### config.mk
export PLATFORM = sky130hd
export DESIGN_NAME = powerup_timer_bank_flat
export DESIGN_NICKNAME = d
export VERILOG_FILES = /design/src/rtl/powerup_timer_bank_if.sv /design/src/rtl/powerup_timer_bank.sv /design/src/flat_wrapper.sv
export SDC_FILE = /design/constraint.sdc
export NUM_CORES = 1
export LEC_CHECK = 0
export CORE_ASPECT_RATIO = 0.9
export CORE_MARGIN = 2
export CORE_UTILIZATION = 53
export DETAILED_ROUTE_END_ITERATION = 12
export PLACE_DENSITY = 0.82
export SETUP_SLACK_MARGIN = 0.3
export SYNTH_ARGS = -nofsm -noshare
export SYNTH_HDL_FRONTEND = slang
export SYNTH_SLANG_ARGS = --single-unit
### constraint.sdc
create_clock -name clk -period 2.85 [get_ports clk]
set_clock_uncertainty 0.15 [all_clocks]
set_input_delay 0.855 -clock clk [delete_from_list [all_inputs] [get_ports clk]]
set_output_delay 0.855 -clock clk [all_outputs]
set_load 0.01 [all_outputs]
### src/rtl/powerup_timer_bank_if.sv
// powerup_timer_bank_if: collection/control inputs and status outputs of the power-up timer bank.
//   master: eaten, mode, pause, clear_all driven; pp_status, expire_pulse, remaining observed
//   slave : the timer bank, the reverse directions
interface powerup_timer_bank_if #(
  parameter int NUM_CH = 4,
  parameter int CH_W   = 2,
  parameter int CNT_W  = 4
) ();
  logic                    eaten;
  logic [CH_W-1:0]         mode;
  logic                    pause;
  logic                    clear_all;
  logic [NUM_CH-1:0]       pp_status;
  logic [NUM_CH-1:0]       expire_pulse;
  logic [NUM_CH*CNT_W-1:0] remaining;
  modport master (output eaten, mode, pause, clear_all, input pp_status, expire_pulse, remaining);
  modport slave  (input eaten, mode, pause, clear_all, output pp_status, expire_pulse, remaining);
endinterface

### src/rtl/powerup_timer_bank.sv
// powerup_timer_bank: NUM_CH power-up duration timers sharing one tick prescaler.
//   clk, reset (async, active-low); bus (slave): eaten/mode load a channel, pause freezes
//   counting, clear_all cancels all; pp_status/expire_pulse/remaining report per channel.
//   Build option POWERUP_EXTEND_EN: re-eat of an active channel adds its duration
//   (saturating) instead of reloading it.
module powerup_timer_bank #(
  parameter int NUM_CH    = 4,
  parameter int CH_W      = 2,
  parameter int CNT_W     = 4,
  parameter int PRESCALER = 64999999,
  parameter int PS_W      = 26,
  parameter logic [NUM_CH*CNT_W-1:0] DUR_FLAT = {4'd4, 4'd5, 4'd2, 4'd3}
) (
  input logic clk,
  input logic reset,
  powerup_timer_bank_if.slave bus
);
`ifdef POWERUP_EXTEND_EN
  localparam bit EXTEND = 1'b1;
`else
  localparam bit EXTEND = 1'b0;
`endif
  typedef enum logic {IDLE, ACTIVE} state_t;
  state_t            st_q [NUM_CH];
  logic [CNT_W-1:0]  cnt_q [NUM_CH];
  logic [CNT_W-1:0]  cnt_d [NUM_CH];
  logic [CNT_W:0]    sum [NUM_CH];
  logic [NUM_CH-1:0] load;
  logic [NUM_CH-1:0] exp_q, exp_d;
  logic [PS_W-1:0]   ps_q, ps_d;
  logic              tick;
  always_comb begin
    tick = ps_q == PS_W'(PRESCALER) && !bus.pause;
    ps_d = bus.pause ? ps_q : ps_q == PS_W'(PRESCALER) ? '0 : ps_q + 1'b1;
    for (int i = 0; i < NUM_CH; i++) begin
      // one extra bit so the extension can detect overflow and saturate
      sum[i]   = {1'b0, cnt_q[i]} + {1'b0, DUR_FLAT[i*CNT_W +: CNT_W]};
      load[i]  = bus.eaten && bus.mode == CH_W'(i) && !bus.clear_all && DUR_FLAT[i*CNT_W +: CNT_W] != '0;
      cnt_d[i] = bus.clear_all ? '0 :
                 load[i] ? (EXTEND && st_q[i] == ACTIVE ? (sum[i][CNT_W] ? '1 : sum[i][CNT_W-1:0])
                                                         : DUR_FLAT[i*CNT_W +: CNT_W]) :
                 tick && st_q[i] == ACTIVE ? cnt_q[i] - 1'b1 : cnt_q[i];
      // a load or clear on the expiring edge suppresses the pulse
      exp_d[i] = !bus.clear_all && !load[i] && tick && cnt_q[i] == CNT_W'(1);
    end
  end
  always_ff @(posedge clk or negedge reset) begin
    if (!reset) begin
      ps_q  <= '0;
      exp_q <= '0;
      for (int i = 0; i < NUM_CH; i++) begin
        cnt_q[i] <= '0;
        st_q[i]  <= IDLE;
      end
    end else begin
      ps_q  <= ps_d;
      exp_q <= exp_d;
      for (int i = 0; i < NUM_CH; i++) begin
        cnt_q[i] <= cnt_d[i];
        st_q[i]  <= cnt_d[i] != '0 ? ACTIVE : IDLE;
      end
    end
  end
  assign bus.expire_pulse = exp_q;
  for (genvar g = 0; g < NUM_CH; g++) begin : g_out
    assign bus.pp_status[g] = st_q[g] == ACTIVE;
    assign bus.remaining[g*CNT_W +: CNT_W] = cnt_q[g];
  end
endmodule

### src/flat_wrapper.sv
// flat-port wrapper written by rule: the top's interface ports become plain ports
module powerup_timer_bank_flat 
#(
  parameter int NUM_CH    = 4,
  parameter int CH_W      = 2,
  parameter int CNT_W     = 4,
  parameter int PRESCALER = 64999999,
  parameter int PS_W      = 26,
  parameter logic [NUM_CH*CNT_W-1:0] DUR_FLAT = {4'd4, 4'd5, 4'd2, 4'd3}
)
  (clk, reset, bus_eaten, bus_mode, bus_pause, bus_clear_all, bus_pp_status, bus_expire_pulse, bus_remaining);
  powerup_timer_bank_if #(.NUM_CH(NUM_CH), .CH_W(CH_W), .CNT_W(CNT_W)) bus_i ();
  input logic clk;
  input logic reset;
  input wire logic [$bits(bus_i.eaten)-1:0] bus_eaten;
  input wire logic [$bits(bus_i.mode)-1:0] bus_mode;
  input wire logic [$bits(bus_i.pause)-1:0] bus_pause;
  input wire logic [$bits(bus_i.clear_all)-1:0] bus_clear_all;
  output wire logic [$bits(bus_i.pp_status)-1:0] bus_pp_status;
  output wire logic [$bits(bus_i.expire_pulse)-1:0] bus_expire_pulse;
  output wire logic [$bits(bus_i.remaining)-1:0] bus_remaining;
  assign bus_i.eaten = bus_eaten;
  assign bus_i.mode = bus_mode;
  assign bus_i.pause = bus_pause;
  assign bus_i.clear_all = bus_clear_all;
  assign bus_pp_status = bus_i.pp_status;
  assign bus_expire_pulse = bus_i.expire_pulse;
  assign bus_remaining = bus_i.remaining;
  powerup_timer_bank #(.NUM_CH(NUM_CH), .CH_W(CH_W), .CNT_W(CNT_W), .PRESCALER(PRESCALER), .PS_W(PS_W), .DUR_FLAT(DUR_FLAT)) u_core (.clk(clk), .reset(reset), .bus(bus_i));
endmodule
# After elaboration in Yosys (flattened, before gate mapping)
# Cells that the tools add are included.
[classes] eq_ne=8 n_reduce_logical=36 add_sub_neg=5 mux=17
[ops] cell="4-bit 2-to-1 mux" count=12
[ops] cell="26-bit by 1-bit adder with 26-bit output (second input constant)" count=1
[ops] cell="26-bit equality test (second input constant)" count=1
[ops] cell="26-bit 2-to-1 mux" count=1
[ops] cell="1-bit logical AND" count=25
[ops] cell="4-bit by 1-bit equality test with 1-bit output (second input constant)" count=4
[ops] cell="4-bit nonzero test" count=4
[ops] cell="4-bit by 1-bit subtractor with 4-bit output (second input constant)" count=4
[ops] cell="1-bit logical NOT" count=6
[ops] cell="2-bit equality test (second input constant)" count=2
[ops] cell="1-bit 2-to-1 mux" count=4
[ops] cell="2-bit by 1-bit equality test with 1-bit output (second input constant)" count=1
[ops] cell="2-bit logical NOT" count=1
[word_totals] word_cells=76 out_inout_bits=24 input_bits=7 ff_bits=50

# Logic depth before layout (Yosys ltp)
# Gate-level depths: netlist of run 1.
[logic_depth] word_depth=8 mapped_depth=7 ltp_nobuf=7

# Worst setup path after synthesis of run 1
# OpenSTA, ideal clock, no wires.
[synth_path] path_type="input to register" startpoint="input bus_pause" endpoint="register u_core.st_q, in the netlist u_core.bus.pp_status[0]" path_stages=6 t_arrival_ps=2246 slack_ps=323 n_path_buf=1 required_ps=2569 path_cell_list="and4b_1 clkbuf_1 nand4_1 o31ai_1 a21oi_2 or3_1"
[synth_lines] element="start: declaration" line_no="flat_wrapper.sv:17" source="input wire logic [$bits(bus_i.pause)-1:0] bus_pause;"
[synth_lines] element="end signal: indexed assignment" line_no="powerup_timer_bank.sv:60" source="st_q[i] <= cnt_d[i] != '0 ? ACTIVE : IDLE;"
[synth_lines] element="end: declaration" line_no="powerup_timer_bank.sv:24" source="state_t st_q [NUM_CH];"

==> results.yml, run 1 <==
timing:
  min_period_ns: 2.41
  max_freq_mhz: 415
  rsz0062_at_grt: "false"
  period_share_pct: 84.5
  final-hold-violation-count: 0
  setup_viol: 0
  whs_ns: 0.359
  tightest_slew_ns: 0.511
  drv_slew: 0
  slew_headroom_pct: 65.9
global_route:
  grt_pass1_vias: 2178
  antenna_found_initial: 0
  overflow: 0
  grt_pass1_wl_mm: 10.3
  grt_max_degree: 30
  grt_usage_pct: 23.5
drt:
  antenna_left: 0
  firstDrtPassIters: 5
  drt_iter0_markers: 230
  drc: 0
  via_per_inst: 5.89
  via_count: 2328
  routedWlPerCell_um: 15.9
  routed_wl_mm: 6.29
synth:
  yosysUniqueCellTypes: 44
  syn_inst: 284
  synth_top_cell_by_area: "dfrtp_1"
  syn_avg_cell_area_um2: 9.57
  ys.flop_type: "dfrtp_1"
  synthTopCellsByArea: "dfrtp_1, xnor2_1, nor2_1, ha_1, nand2_1"
  synth_fp_nets: 300
  yosysWarnings: 0
  ys_ff_latch: 50
  synthDominantCellAreaShare_pct: 46.0
  ys_seq_area_share_pct: 46.0
  synth_edf_count: 0
  synth_area_um2: 2720
  synthArstFlopShare_pct: 100
power_and_ir_drop:
  p_per_area_nw_per_um2: 440
  leakagePower_nw: 1.40
  peakVddDrop_uv: 256
floorplanning:
  die_h_um: 71.9
  chipWidth_um: 79.5
  fp-row-count: 24
  dieArea_um2: 5720
  initial_core_util_pct: 55.5
  core-area_um2: 4890
  io_pins: 31
setup_path:
  startpoint: "u_core.ps_q[0]"
  setup.worst_path.end: "u_core.bus.pp_status[0]"
  cp.required_ns: 2.89
  ff2ff_setup_slack_ns: 0.44
  cp-start-kind: "flop"
  worstReg2RegStart: "u_core.ps_q[0]"
  path_max_fanout: 6
  worstSetupPathType: "flop to flop"
  r2r_cells: 6
  worst_ep_arrival_time_ns: 2.45
  regToRegEndpoint: "u_core.bus.pp_status[0]"
  worstSetupEndpointType: "flop"
cts:
  ctsRootBufferMaster: "clkbuf_8"
  clkLatencyLatePin_ns: 0.31
  path_clk_slew_ns: 0.09
  post-cts-setup-buffers: 0
  numCtsBuffers: 5
  clockBufferDepth: 2
  ctsHoldBuffers: 0
  htreeDepth: 2
  cts_sinks: 50
  cts_tree: "done"
finish:
  fillCellCount: 368
  final_nets: 345
  finalInstanceArea_um2: 3310
  ff_latch_area_um2: 1250
  multiInputGateArea_um2: 1390
  fin_cells: 395
  final_layout_size_suffix_gt1_share_pct: 9.39
  area_growth_pct: 22.0
  antenna_cells: 0
placed_design:
  port_buffers: 30
  dpl.hpwl_mm: 4.60
  place_inst: 387
  place_area_um2: 3190
  routabilityCongestion: 0.895
job:
  max_cap_viol_count: 0
worst_hold_path:
  hold_path_class: "input pin to asynchronous set/reset pin"
outcome:
  status: "completed"
[report_power, final]
part / switching [W] / total (W) / internal (W) / leakage, nW
Clock: 0.000224 / 0.000487 / 0.000263 / 0.0524
Combinational: 0.0000867 / 0.000165 / 0.0000783 / 0.673
Sequential: 0.0000557 / 0.000808 / 0.000752 / 0.678
Total: 0.000366 / 0.00146 / 0.00109 / 1.40
[cell type report]
type                            count  area share (%)
Clock buffer                        7            2.30
Clock inverter                      1           0.906
Inverter                           18            2.04
Multi-Input combinational cell    209            42.0
Sequential cell                    50            37.8
Tap cell                           65            2.45
Timing Repair Buffer               45            12.5
[worst max-delay path, cell delays in order, from the launching register on]
cell,delay (ns)
dfrtp_1,0.41
ha_1,0.24
nand4b_1,0.19
or4_4,0.59
o31ai_2,0.24
a21oi_2,0.10
or3_1,0.37
[layout by cell type, fill, tap and decap left out, types with 2 or more instances in the layout]
cell              n
dfrtp_1          50
nor2_1           38
clkdlybuf4s50_1  28
xnor2_1          23
nand2_1          21
inv_1            18
buf_4            14
nor3_1           13
nand3_1          12
or3_1            11
nand4_1          10
ha_1              9
and4_1            7
xor2_1            7
a21oi_1           5
clkbuf_8          5
a31oi_1           4
o21ai_0           4
o211ai_1          4
nor4_1            4
nand4b_1          3
or4_1             3
nor3b_1           2
o211a_1           2
and3_1            2
o31ai_1           2
nand2b_1          2
clkbuf_1          2
[per-layer routing]
metal	GRT usage [%]	wire [um]	vias to the layer above
met5	0	0	-
met4	9.20	103	0
met3	3.73	349	9
met2	35.2	2860	92
met1	34.6	2980	1129
li1	-	-	1098
[per-stage QoR]
step | TNS [ns] | util [%] | power, W | setup slack [ns]
5_1_grt | 0 | 67.7 | 0.00152 | 0.364
6_report | 0 | 67.7 | 0.00146 | 0.442
2_1_floorplan | 0 | - | 0.000898 | 0.323
4_1_cts | 0 | 67.5 | 0.00147 | 0.359
3_5_place_dp | -0.830 | 65.2 | 0.000982 | -0.225
3_3_place_gp | -0.318 | 65.2 | 0.000974 | -0.118
[how the worst min path moves through the flow]
| stage | startpoint | end | slack (ns) |
|---|---|---|---|
| detailed placement | u_core.ps_q[13] | u_core.ps_q[13] | 0.35 |
| global route | reset | u_core.ps_q[20] | 0.40 |
| finish | reset | u_core.ps_q[20] | 0.36 |
| CTS | u_core.ps_q[13] | u_core.ps_q[13] | 0.36 |
| global placement | u_core.ps_q[13] | u_core.ps_q[13] | 0.34 |
| floorplan | u_core.ps_q[13] | u_core.ps_q[13] | 0.31 |
[cells by family after synthesis]
| kind of cell | synth area share (%) |
|---|---|
| AOI/OAI and AO/OA | 7.60 |
| xor gates and xnor gates | 9.67 |
| adders and majority gates | 4.14 |
| buffers and inverters | 3.59 |
| DFF | 46.0 |
| and+or+nand+nor | 29.0 |
[sequential cells by signal, summed over array words and instances, names as in the netlist]
signal and count:
u_core.ps_q 26, u_core.bus.remaining 16, u_core.bus.expire_pulse 4, u_core.bus.pp_status 4
[cell usage after synthesis (2+ instances only)]
library cell / n
nor3_1: 13
nor3b_1: 2
buf_2: 3
o21ai_0: 5
and3_1: 2
dfrtp_1: 50
ha_1: 9
clkbuf_1: 4
or4_1: 4
or3_1: 11
a31oi_1: 4
nand3_1: 12
xnor2_1: 23
o211ai_1: 4
nand4_1: 10
nand2_1: 21
and4_1: 7
o31ai_1: 3
nor4_1: 4
nand4b_1: 3
o211a_1: 2
nor2_1: 38
inv_1: 18
a21oi_1: 5
xor2_1: 7
nand2b_1: 2
[timing repair]
| item | 4_1_cts | 5_1_grt |
|---|---|---|
| setup endpoints to repair | 10 | 3 |
| pin swaps | 1 | 0 |
| gates resized for setup | 3 | 5 |
| hold endpoints to repair | 0 | 0 |
| cloned | 0 | 0 |
Note: power is estimated with default switching activity, not from simulation.
==> run 2: changes to the inputs <==
CORE_UTILIZATION = 50   (was 53)
PLACE_DENSITY = 0.81   (was 0.82)
clock period = 2 ns   (was 2.85 ns; I/O delays follow)
==> results.yml, run 2 (synthesis results as in run 1) <==
finish:
  largest_reg_flops: 26
  area_growth_pct: 69.4
  final_nets: 430
  antenna_cells: 0
  largest_register: "u_core.ps_q"
  final_layout_size_suffix_gt1_share_pct: 54.0
  final_cell_mix: "buf_4, dfrtp_1, buf_6"
  final_common_cell: "buf_4"
cts:
  cts_tree: "done"
  ctsHoldBuffers: 0
  htreeDepth: 2
  ctsRootBufferMaster: "clkbuf_8"
  path_clk_slew_ns: 0.11
  cts_sinks: 50
  clockBufferDepth: 2
  numCtsBuffers: 5
  clkLatencyLatePin_ns: 0.32
floorplanning:
  dieArea_um2: 6040
  fp-row-count: 25
  chipWidth_um: 81.7
  io_pins: 31
  core-area_um2: 5260
  die_h_um: 73.9
  initial_core_util_pct: 51.7
drt:
  antenna_left: 0
  drt_iter0_markers: 369
  routedWlPerCell_um: 25.9
  via_count: 3182
  routed_wl_mm: 12.5
  drc: 0
  firstDrtPassIters: 5
  via_per_inst: 6.60
timing:
  tightest_slew_ns: 0.449
  slew_headroom_pct: 69.8
  period_share_pct: 117
  min_period_ns: 2.34
  setup_viol: 41
  rsz0062_at_grt: "true"
  setup_tns_ns: -6.66
  max_freq_mhz: 427
  final-hold-violation-count: 0
  drv_slew: 0
  setup_slack_ns: -0.341
placed_design:
  dpl.hpwl_mm: 5.25
  routabilityCongestion: 0.901
  port_buffers: 30
setup_path:
  cp_slowest_cell: "or4_4"
  worst-path-buf-inv: 4
  crit_chain: "buf_6 > buf_6 > nand4b_1 > or4_4 > buf_12 > buf_8 > nor2_4 > xnor2_2 > nor2_4"
  worstSetupPathType: "flop to flop"
  crit_family: "simple AND/OR/NAND/NOR gates"
  worst_ep_arrival_time_ns: 2.39
  cp-start-kind: "flop"
  path_max_fanout: 6
  max_stage_delay_ns: 0.62
  r2r_cells: 9
  worstSetupEndpointType: "flop"
  cp.required_ns: 2.05
  path_depth: 9
worst_hold_path:
  hold_path_class: "input pin to asynchronous set/reset pin"
global_route:
  grt_usage_pct: 37.9
  overflow: 0
  grt_pass1_wl_mm: 17.0
  grt_pass1_vias: 3153
  antenna_found_initial: 0
  grt_max_degree: 51
power_and_ir_drop:
  p_per_area_nw_per_um2: 549
  intPower_w: 0.00180
  sw_frac_of_total_pct: 28.8
  p_sw_w: 0.000727
  p_clk_share_pct: 34.5
  p_total_w: 0.00253
  power.sequential.fraction_pct: 46.4
  peakVddDrop_uv: 476
  leakagePower_nw: 2.10
  p_comb_share_pct: 19.1
job:
  max_cap_viol_count: 0
outcome:
  violations: "negative setup slack"
  status: "finished, violations left"
## run 2: cell count changes in the layout (fill, tap and decap cells not counted), moves of 12 or more
cell / before / now
buf_4: 14 / 69
buf_6: 0 / 24
clkdlybuf4s50_1: 28 / 4
nor2_1: 38 / 19
nor2_4: 0 / 16
clkbuf_2: 1 / 15
nor3_1: 13 / 1
## run 2: worst register-to-register path: cells and delay by family (launching register included)
kind | cells | cell delay [ns]
buffers and inverters | 4 | 0.51
and+or+nand+nor | 4 | 0.99
xor gates and xnor gates | 1 | 0.15
DFF | 1 | 0.42
## run 2: repair_timing
action	4_1_cts	5_1_grt
buffers inserted	25	14
setup endpoints to repair	73	66
pin swaps	37	28
gates resized for setup	140	72
endpoints found under the hold margin	0	0
gates cloned	2	0
## run 2: area by class of cell
type | count | area [um^2]
Clock buffer | 5 | 68.8
Clock inverter | 3 | 68.8
Fill cell | 201 | 651
Inverter | 18 | 67.6
Multi-Input combinational cell | 209 | 1940
Sequential cell | 50 | 1260
Tap cell | 67 | 83.8
Timing Repair Buffer | 130 | 1110
## run 2: path summary, 6_finish.rpt
path	start	to	slack, ns
max	u_core.ps_q[0]	u_core.ps_q[15]	-0.34
min	reset	u_core.ps_q[3]	0.11
max reg2reg	u_core.ps_q[0]	u_core.ps_q[15]	-0.34
min reg2reg	u_core.ps_q[21]	u_core.ps_q[21]	0.46
max in group asynchronous	reset	u_core.bus.remaining[12]	1.34
min in group clk	u_core.ps_q[21]	u_core.ps_q[21]	0.46
## run 2: metrics by stage
step	std cells	setup WS (ns)	utilization [%]	instance area (um^2)	hold slack, ns
3_5_place_dp	433	-0.633	70.2	3690	0.387
6_report	482	-0.341	87.6	4600	0.115
3_3_place_gp	433	-0.579	70.2	3690	0.373
5_1_grt	482	-0.381	87.6	4600	0.136
2_1_floorplan	284	-0.226	-	2890	0.154
4_1_cts	468	-0.164	83.2	4370	0.132
## run 2: power by group through the flow
stage          Sequential [W]  Combinational (W)  Clock [W]
2_1_floorplan         0.00115           0.000135          0
3_3_place_gp          0.00115           0.000299          0
3_5_place_dp          0.00116           0.000316          0
4_1_cts               0.00114           0.000368   0.000859
5_1_grt               0.00117           0.000501   0.000914
6_report              0.00117           0.000483   0.000872
## run 2: per-layer routing
layer | track usage [%] | routed length [um]
met4 | 20.9 | 1040
met3 | 10.1 | 1410
met1 | 46.4 | 4380
met2 | 61.7 | 5670
met5 | 0 | 0
